File: config.mk
export PLATFORM = sky130hd
export DESIGN_NAME = axi_w_order_sched_m3
export DESIGN_NICKNAME = d
export VERILOG_FILES = /design/src/rtl/axi_w_order_sched_m3.sv
export SDC_FILE = /design/constraint.sdc
export NUM_CORES = 1
export LEC_CHECK = 0
export ABC_AREA = 1
export CORE_AREA = 2 2 62 76
export DETAILED_ROUTE_END_ITERATION = 8
export DIE_AREA = 0 0 64 78
export SYNTH_ARGS = -nofsm -noshare
export SYNTH_HDL_FRONTEND = slang
export SYNTH_SLANG_ARGS = --single-unit
export TNS_END_PERCENT = 20
File: constraint.sdc
create_clock -name ACLK -period 1.8 [get_ports ACLK]
set_clock_uncertainty 0.2 [all_clocks]
set_input_delay 0.36 -clock ACLK [delete_from_list [all_inputs] [get_ports ACLK]]
set_output_delay 0.36 -clock ACLK [all_outputs]
set_load 0.02 [all_outputs]
File: src/rtl/axi_w_order_sched_m3.sv
// W-channel ordering scheduler: grants W to masters in AW-acceptance order, one burst at a time.
// Latency: W grant appears the cycle after the queuing AW handshake; zero-bubble between bursts.
module axi_w_order_sched_m3 #(
    parameter  int NUM   = 3,
    parameter  int DEPTH = 4,
    localparam int CW    = $clog2(DEPTH + 1)
) (
    input  logic           ACLK,
    input  logic           ARESETn,
    input  logic [NUM-1:0] AWGRANT,
    input  logic [NUM-1:0] AWVALID,
    input  logic           S_AWREADY,
    output logic           AW_FULL,
    input  logic [NUM-1:0] WVALID,
    input  logic [NUM-1:0] WLAST,
    input  logic           S_WREADY,
    output logic [NUM-1:0] WGRANT,
    output logic [CW-1:0]  WQ_COUNT,
    output logic           ERR_OVF,
    output logic           ERR_ONEHOT
);

    localparam int PW = (DEPTH > 1) ? $clog2(DEPTH) : 1;
    localparam logic [PW-1:0]  PTR_ONE = PW'(1);
    localparam logic [CW-1:0]  CNT_ONE = CW'(1);
    localparam logic [CW-1:0]  CNT_MAX = CW'(DEPTH);
    localparam logic [NUM-1:0] VEC_ONE = NUM'(1);

    typedef enum logic {W_IDLE, W_BURST} state_t;

    state_t         state_q, state_d;
    logic [NUM-1:0] fifo_q [DEPTH];
    logic [NUM-1:0] fifo_d [DEPTH];
    logic [PW-1:0]  wr_ptr_q, wr_ptr_d;
    logic [PW-1:0]  rd_ptr_q, rd_ptr_d;
    logic [CW-1:0]  count_q, count_d;
    logic [NUM-1:0] wgrant_q, wgrant_d;
    logic           aw_full_q, aw_full_d;
    logic           err_ovf_q, err_ovf_d;
    logic           err_onehot_q, err_onehot_d;

    logic aw_fire, aw_onehot, push, pop;

    always_comb begin
        aw_fire   = (|(AWGRANT & AWVALID)) & S_AWREADY;
        aw_onehot = (AWGRANT != '0) && ((AWGRANT & (AWGRANT - VEC_ONE)) == '0);
        // Full is judged on registered state, so a same-cycle pop never frees room.
        push      = aw_fire & ~aw_full_q & aw_onehot;
        pop       = (|(wgrant_q & WVALID & WLAST)) & S_WREADY;

        fifo_d   = fifo_q;
        wr_ptr_d = wr_ptr_q;
        rd_ptr_d = rd_ptr_q;
        count_d  = count_q;
        state_d  = state_q;

        if (push) begin
            fifo_d[wr_ptr_q] = AWGRANT;
            wr_ptr_d         = wr_ptr_q + PTR_ONE;
        end
        if (pop) begin
            rd_ptr_d = rd_ptr_q + PTR_ONE;
        end
        case ({push, pop})
            2'b10:   count_d = count_q + CNT_ONE;
            2'b01:   count_d = count_q - CNT_ONE;
            default: count_d = count_q;
        endcase

        case (state_q)
            W_IDLE:  if (push) state_d = W_BURST;
            W_BURST: if (pop && (count_q == CNT_ONE) && !push) state_d = W_IDLE;
            default: state_d = W_IDLE;
        endcase

        // Grant is the post-edge head, so the pushed entry is visible only next cycle.
        wgrant_d     = (state_d == W_BURST) ? fifo_d[rd_ptr_d] : '0;
        aw_full_d    = (count_d == CNT_MAX);
        err_ovf_d    = err_ovf_q | (aw_fire & aw_full_q);
        err_onehot_d = err_onehot_q | (aw_fire & ~aw_onehot);
    end

    always_ff @(posedge ACLK) begin
        if (!ARESETn) begin
            state_q      <= W_IDLE;
            wr_ptr_q     <= '0;
            rd_ptr_q     <= '0;
            count_q      <= '0;
            wgrant_q     <= '0;
            aw_full_q    <= 1'b0;
            err_ovf_q    <= 1'b0;
            err_onehot_q <= 1'b0;
        end else begin
            state_q      <= state_d;
            wr_ptr_q     <= wr_ptr_d;
            rd_ptr_q     <= rd_ptr_d;
            count_q      <= count_d;
            wgrant_q     <= wgrant_d;
            aw_full_q    <= aw_full_d;
            err_ovf_q    <= err_ovf_d;
            err_onehot_q <= err_onehot_d;
        end
    end

    // Storage needs no reset: entries are only read while count is non-zero.
    always_ff @(posedge ACLK) begin
        fifo_q <= fifo_d;
    end

    assign WGRANT     = wgrant_q;
    assign AW_FULL    = aw_full_q;
    assign WQ_COUNT   = count_q;
    assign ERR_OVF    = err_ovf_q;
    assign ERR_ONEHOT = err_onehot_q;

endmodule

==> run_results.csv, run 1 <==
group,metric,value,unit
finish,nets,274,
route,drt-total-wl,3310,um
route,dr.pass1.iters,4,
outcome,status,"finished, final reports clean",
synth,synth.most_common_cell,"nand2_1",
placement,dp_hpwl,2610,um
critical_path,endpoint_kind,"register",
grt,grt_pass1_vias,1320,
finish,seq_area,523,sq um
synth,synthCells,201,
synth,yosysTopAreaCell,"dfxtp_1",
floorplan,num_rows,26,
clocking,numCtsBuffers,3,
clocking,clock_sinks,26,
hold_path,hold_class,"reg -> reg",
placement,io_buffer_count,24,
sta,fin_crit,1.78,ns
power,p_leak,1.08,nW
synth,yosysUniqueCellTypes,25,
synth,synth-seq-cells,26,
finish,nFillCells,416,
route,post-route-drc-count,0,
critical_path,required,1.81,ns
hold_path,min_from,"ERR_OVF$_SDFF_PN0_",
synth,avgSynthCellArea,7.21,sq um
critical_path,worstPathArrival,1.79,ns
route,vias,1375,
clocking,h-tree-depth,1,
finish,multi_input_comb_area,842,sq um
route,routedWlPerCell,10.9,um
synth,synth_top_family_by_area,"simple AND/OR/NAND/NOR gates",
synth,synthDominantCellAreaShare,35.9,%
power,peakVddDrop,0.422,mV
synth,muxShareOfSynthArea,5.09,%
synth,synth_compound_area_share,13.0,%
grt,grt.total_usage,14.3,%
critical_path,critPathLaunchType,"register",
critical_path,crit_path_max_fanout,5,
critical_path,slowest_delay,0.34,ns
finish,drive_gt1_share,23.8,%
sta,slew_headroom,76.0,%
sta,fin_hold_ws,0.254,ns
critical_path,path_buf_inv,1,
finish,fin_util,49.2,%
placement,gp_congestion,0.811,
clocking,cts_max_path_buffers,2,
critical_path,cp.depth,9,
synth,synth-edff-count,0,
critical_path,cpLargestDelayFamily,"simple AND/OR/NAND/NOR gates",
synth,synth_xor_area_share,0.604,%
critical_path,reg2reg_to,"AW_FULL$_SDFF_PN0_",
synth,ys_warn_count,0,
critical_path,crit_start,"AW_FULL$_SDFF_PN0_",
grt,antenna_found_initial,0,
route,antenna_left,0,
clocking,cts_hold_buf,0,
clocking,clk_pin_slew,0.09,ns
synth,yosys-top-cells-count,"nand2_1 (47), inv_1 (32), dfxtp_1 (26)",
critical_path,r2r_slack,0.02,ns
clocking,worstSkewPairLatency,0.27,ns
critical_path,reg2regPathDepth,9,
grt,gr-total-overflow,0,
floorplan,die_area,4990,sq um
synth,synth_nets,226,
sta,tightest_slew,0.359,ns
floorplan,start_util,34.5,%
sta,max_freq,0.563,GHz
critical_path,crit_path_cell_trace,"inv_2 -> nand3_4 -> nor2_4 -> ha_4 -> a21oi_2 -> o21ai_1 -> o21ai_1 -> nand2_1 -> nor2_1",
sta,final.setup.tns,0,ns
critical_path,reg2reg_from,"AW_FULL$_SDFF_PN0_",
clocking,root_buffer,"clkbuf_8",
grt,grt_max_degree,18,
sta,setup_viol,0,
route,avgViaCountPerCell,4.52,
sta,finalMaxSlewViolations,0,
synth,synth_adder_area_share,7.77,%
synth,ys_seq_area_share,35.9,%
synth,syn_area,1450,sq um
route,drtIter0Drc,42,
floorplan,die_h,78,um
finish,diodes,0,
floorplan,core,4200,sq um
job,drv_cap,0,
sta,rsz0062_at_grt,"yes",
critical_path,worst_path_most_repeated_cell,"o21ai_1",
synth,synth_area_leaders,"dfxtp_1 (36%), nand2_1 (12%), inv_1 (8.3%)",
finish,area_growth,42.6,%
grt,grt_pass1_wl,5690,um
sta,period_share,98.6,%
synth,synth_flop_cell,"dfxtp_1",
critical_path,slowest_stage,"dfxtp_2",
power,power_density,842,nW/um^2
clocking,cts_tree,"done",
critical_path,crit_type,"reg -> reg",
floorplan,die_w,64,um
floorplan,ios,25,
synth,synthArstFlopShare,0,%
synth,synthSimpleGateAreaFrac,27.4,%
sta,hold_violations,0,
critical_path,crit_path_end,"AW_FULL$_SDFF_PN0_",
==> kinds of logic after synthesis <==
kind of cell | count (synthesis)
AOI/OAI and AO/OA | 32
xor gates and xnor gates | 1
and+or+nand+nor | 90
buffers and inverters | 36
muxes | 7
adders and majority gates | 9
DFF | 26
==> metal layers <==
layer  global-route usage [%]  up-vias  wire (um)
met3                     2.75        5        104
met5                        0        -          0
met2                     24.8       23       1640
li1                         -      732          -
met4                     5.22        0         41
met1                     17.4      615       1520
==> metrics by stage <==
stage	cells	instance area (sq um)	power (mW)	setup slack (ns)
6_report	304	2070	1.74	0.0245
5_1_grt	304	2070	1.86	-0.0587
4_1_cts	302	1990	1.73	0.00277
3_5_place_dp	297	1910	1.24	-0.605
3_3_place_gp	297	1910	1.24	-0.583
2_1_floorplan	201	1480	1.07	0.00694
==> power breakdown <==
group	leakage (nW)	switching [mW]	internal, mW
Sequential	0.215	0.0515	0.683
Clock	0.0357	0.194	0.298
Combinational	0.832	0.265	0.248
==> placed cells by master (no fill, tap or decap), drive strengths merged <==
| cell | count |
|---|---|
| a21oi | 9 |
| clkdlybuf4s15 | 1 |
| ha | 9 |
| dlymetal6s2s | 5 |
| nor2 | 20 |
| dlygate4sd2 | 11 |
| o21a | 3 |
| o21ai | 17 |
| buf | 22 |
| dfxtp | 26 |
| a22o | 1 |
| clkbuf | 8 |
| clkdlybuf4s50 | 2 |
| mux2i | 4 |
| nand2 | 48 |
| bufinv | 1 |
| nand3 | 19 |
| o221ai | 1 |
| inv | 33 |
| a31oi | 1 |
| xnor2 | 1 |
| and2 | 3 |
| mux2 | 3 |
==> tightest hold or removal path, cell delays in order, from the launching register on <==
cell and delay, ns:
dfxtp_1 0.32, inv_1 0.05, a21oi_1 0.05
==> worst min-delay path by stage <==
stage                    endpoint  slack [ns]  cells after the start
2_1_floorplan   fifo_q[6]$_DFF_P_        0.24                      1
4_1_cts        ERR_OVF$_SDFF_PN0_        0.26                      2
3_3_place_gp   ERR_OVF$_SDFF_PN0_        0.24                      2
3_5_place_dp   ERR_OVF$_SDFF_PN0_        0.24                      2
5_1_grt        ERR_OVF$_SDFF_PN0_        0.28                      2
6_report       ERR_OVF$_SDFF_PN0_        0.25                      2
==> registers in the layout, indices dropped and copies added, names as in the netlist <==
| signal | count |
|---|---|
| wr_ptr_q | 2 |
| ERR_ONEHOT | 1 |
| fifo_q | 12 |
| ERR_OVF | 1 |
| state_q | 1 |
| rd_ptr_q | 2 |
| WQ_COUNT | 3 |
| WGRANT | 3 |
| AW_FULL | 1 |
==> final cells by class <==
cell class,count,share of cell area (%)
sequential,26,25.3
inverter,33,6.48
multi-input combinational,139,40.8
clock inverter,1,1.45
tap,56,3.39
clock buffer,3,2.00
timing repair buffer,46,20.6
==> repair_timing <==
item / CTS / global route
pin swaps: 15 / 8
setup endpoints to repair: 24 / 10
cloned: 0 / 2
gates resized for setup: 31 / 28
setup buffers: 1 / 0
Note: power is estimated with default switching activity, not from simulation.
==> run 2: changes to the inputs <==
--- a/config.mk
+++ b/config.mk
@@ -6,9 +6,12 @@
 export NUM_CORES = 1
 export LEC_CHECK = 0
 export ABC_AREA = 1
-export CORE_AREA = 2 2 62 76
+export CELL_PAD_IN_SITES_DETAIL_PLACEMENT = 2
+export CELL_PAD_IN_SITES_GLOBAL_PLACEMENT = 2
+export CORE_AREA = 2 2 72 87
 export DETAILED_ROUTE_END_ITERATION = 8
-export DIE_AREA = 0 0 64 78
+export DIE_AREA = 0 0 74 89
+export PLACE_DENSITY_LB_ADDON = 0.1
 export SYNTH_ARGS = -nofsm -noshare
 export SYNTH_HDL_FRONTEND = slang
 export SYNTH_SLANG_ARGS = --single-unit
==> run 2 against run 1 <==
Against the previous run: die area rose by 32%; global-route usage is 1.1 points higher; combinational power up 4.1%; setup slack better by 0.037 ns; non-clock buffer count shrank 1; routed wire length increased by 39%; core utilization down 12 points; clock power increased by 4%; largest cell class unchanged.
==> run_results.csv, run 2 (same netlist as run 1, synthesis figures left out) <==
group,metric,value,unit
floorplan,die_w,74,um
sta,setup_viol,0,
clocking,cts_hold_buf,0,
sta,fin_crit,1.74,ns
route,dr.pass1.iters,4,
placement,dp_hpwl,3600,um
sta,max_freq,0.575,GHz
critical_path,crit_path_max_fanout,4,
route,post-route-drc-count,0,
placement,dpl_worst_slack,-0.708,ns
sta,slew_headroom,83.3,%
critical_path,slowest_delay,0.27,ns
grt,grt_pass1_wl,7730,um
clocking,cts_max_path_buffers,2,
route,drt-total-wl,4590,um
finish,diodes,0,
floorplan,die_area,6590,sq um
critical_path,cp.depth,11,
clocking,root_buffer,"clkbuf_8",
grt,grt_max_degree,17,
finish,final_cell_mix,"nand2_1 (45), dfxtp_1 (24), inv_1 (23)",
grt,gr-total-overflow,0,
hold_path,min_from,"ERR_OVF$_SDFF_PN0_",
sta,finalMaxSlewViolations,0,
route,vias,1475,
floorplan,die_h,89,um
route,routedWlPerCell,14.0,um
critical_path,slowest_stage,"ha_4",
hold_path,hold_path_end,"ERR_OVF$_SDFF_PN0_",
critical_path,crit_path_cell_trace,"clkdlybuf4s15_1 -> nand2_1 -> nand3_2 -> nand3_4 -> nor2_4 -> ha_4 -> a21oi_2 -> o21ai_1 -> o21ai_1 -> nand2_1 -> nor2_1",
route,antenna_left,0,
floorplan,num_rows,30,
outcome,status,"finished, final reports clean",
power,p_leak,1.08,nW
route,drtIter0Drc,35,
placement,io_buffer_count,24,
grt,grt.total_usage,15.4,%
floorplan,core,5670,sq um
job,drv_cap,0,
critical_path,cpLargestDelayFamily,"simple AND/OR/NAND/NOR gates",
finish,drive_gt1_share,25.1,%
critical_path,path_buf_inv,1,
finish,nets,273,
critical_path,required,1.82,ns
clocking,h-tree-depth,1,
critical_path,critPathLaunchType,"primary input",
power,power_density,847,nW/um^2
finish,area_growth,44.7,%
power,finalPower,1.78,mW
sta,hold_violations,0,
critical_path,reg2regPathDepth,9,
finish,largest-register,"fifo_q",
sta,tightest_slew,0.250,ns
finish,largest_reg_flops,12,
clocking,clk_pin_slew,0.10,ns
sta,period_share,96.6,%
power,peakVddDrop,0.389,mV
floorplan,start_util,25.6,%
grt,grt_pass1_vias,1643,
clocking,worstSkewPairLatency,0.28,ns
clocking,cts_tree,"done",
finish,final_common_cell,"nand2_1",
critical_path,worstPathArrival,1.76,ns
hold_path,whs_path_depth,2,
critical_path,r2r_slack,0.06,ns
grt,antenna_found_initial,0,
critical_path,endpoint_kind,"register",
hold_path,hold_class,"reg -> reg",
critical_path,reg2reg_to,"AW_FULL$_SDFF_PN0_",
sta,rsz0062_at_grt,"yes",
clocking,clock_sinks,26,
floorplan,ios,25,
critical_path,reg2reg_from,"AW_FULL$_SDFF_PN0_",
placement,gp_congestion,0.835,
clocking,numCtsBuffers,3,
critical_path,crit_type,"in -> reg",
sta,worst_slack,0.0613,ns
route,avgViaCountPerCell,4.51,
run 2: cell types whose count changed in the layout (fill, tap and decap cells not counted), sizes merged:
cell / previous run / this run
buf: 22 / 24
clkbuf: 8 / 3
clkdlybuf4s15: 1 / 3
dlygate4sd2: 11 / 9
dlymetal6s2s: 5 / 7
run 2: per-stage QoR:
stage / hold slack, ns / instances / util [%] / setup TNS (ns) / instance area (sq um)
floorplan: 0.240 / 201 / - / 0 / 1480
global placement: 0.239 / 321 / 34.5 / -9.55 / 1950
detailed placement: 0.250 / 321 / 34.5 / -11.51 / 1950
CTS: 0.265 / 327 / 36.4 / -0.0156 / 2060
global route: 0.285 / 327 / 37.0 / -0.0938 / 2100
finish: 0.254 / 327 / 37.0 / 0 / 2100
run 2: how the worst max path moves through the flow:
stage	start	end	slack, ns
finish	AWVALID[1]	AW_FULL$_SDFF_PN0_	0.06
global placement	AWGRANT[2]	AW_FULL$_SDFF_PN0_	-0.60
floorplan	AWGRANT[2]	AW_FULL$_SDFF_PN0_	0.007
CTS	WLAST[0]	AW_FULL$_SDFF_PN0_	-0.02
global route	AW_FULL$_SDFF_PN0_	AW_FULL$_SDFF_PN0_	-0.05
detailed placement	AWGRANT[0]	AW_FULL$_SDFF_PN0_	-0.71
run 2: cell type report:
type                            count  area [sq um]
Clock buffer                        3          41.3
Clock inverter                      1          30.0
Fill cell                         679          3570
Inverter                           33           131
Multi-Input combinational cell    139           866
Sequential cell                    26           523
Tap cell                           80           100
Timing Repair Buffer               45           405
run 2: worst reg2reg max path, stage by stage, from the launching register on:
cell	delay, ns
dfxtp_2	0.34
inv_2	0.06
nand3_4	0.08
nor2_4	0.25
ha_4	0.27
a21oi_2	0.11
o21ai_1	0.09
o21ai_1	0.11
nand2_1	0.07
nor2_1	0.09
run 2: where the power goes:
group          internal [mW]  leakage (nW)  switching (mW)
clock                  0.298        0.0357           0.211
sequential             0.683         0.215          0.0487
combinational          0.241         0.829           0.294
run 2: repair_timing:
item | 4_1_cts | 5_1_grt
setup endpoints to repair | 30 | 9
setup buffers | 2 | 0
pin swaps | 10 | 12
resized for setup | 33 | 28
run 2: layer usage:
metal / vias to the layer above / global-route usage [%] / share of wire, %
met5: - / 0 / 0
met4: 0 / 6.12 / 2.1
met3: 8 / 1.80 / 1.4
met2: 15 / 28.2 / 52
met1: 723 / 18.1 / 45
li1: 729 / - / -
==> run 3: changes to the inputs <==
--- a/config.mk
+++ b/config.mk
@@ -6,6 +6,7 @@
 export NUM_CORES = 1
 export LEC_CHECK = 0
 export ABC_AREA = 1
+export ABC_CLOCK_PERIOD_IN_PS = 1800
 export CELL_PAD_IN_SITES_DETAIL_PLACEMENT = 2
 export CELL_PAD_IN_SITES_GLOBAL_PLACEMENT = 2
 export CORE_AREA = 2 2 72 87
==> results of run 3 <==
The final DEF is identical to that of run 2; final timing and power are the same.
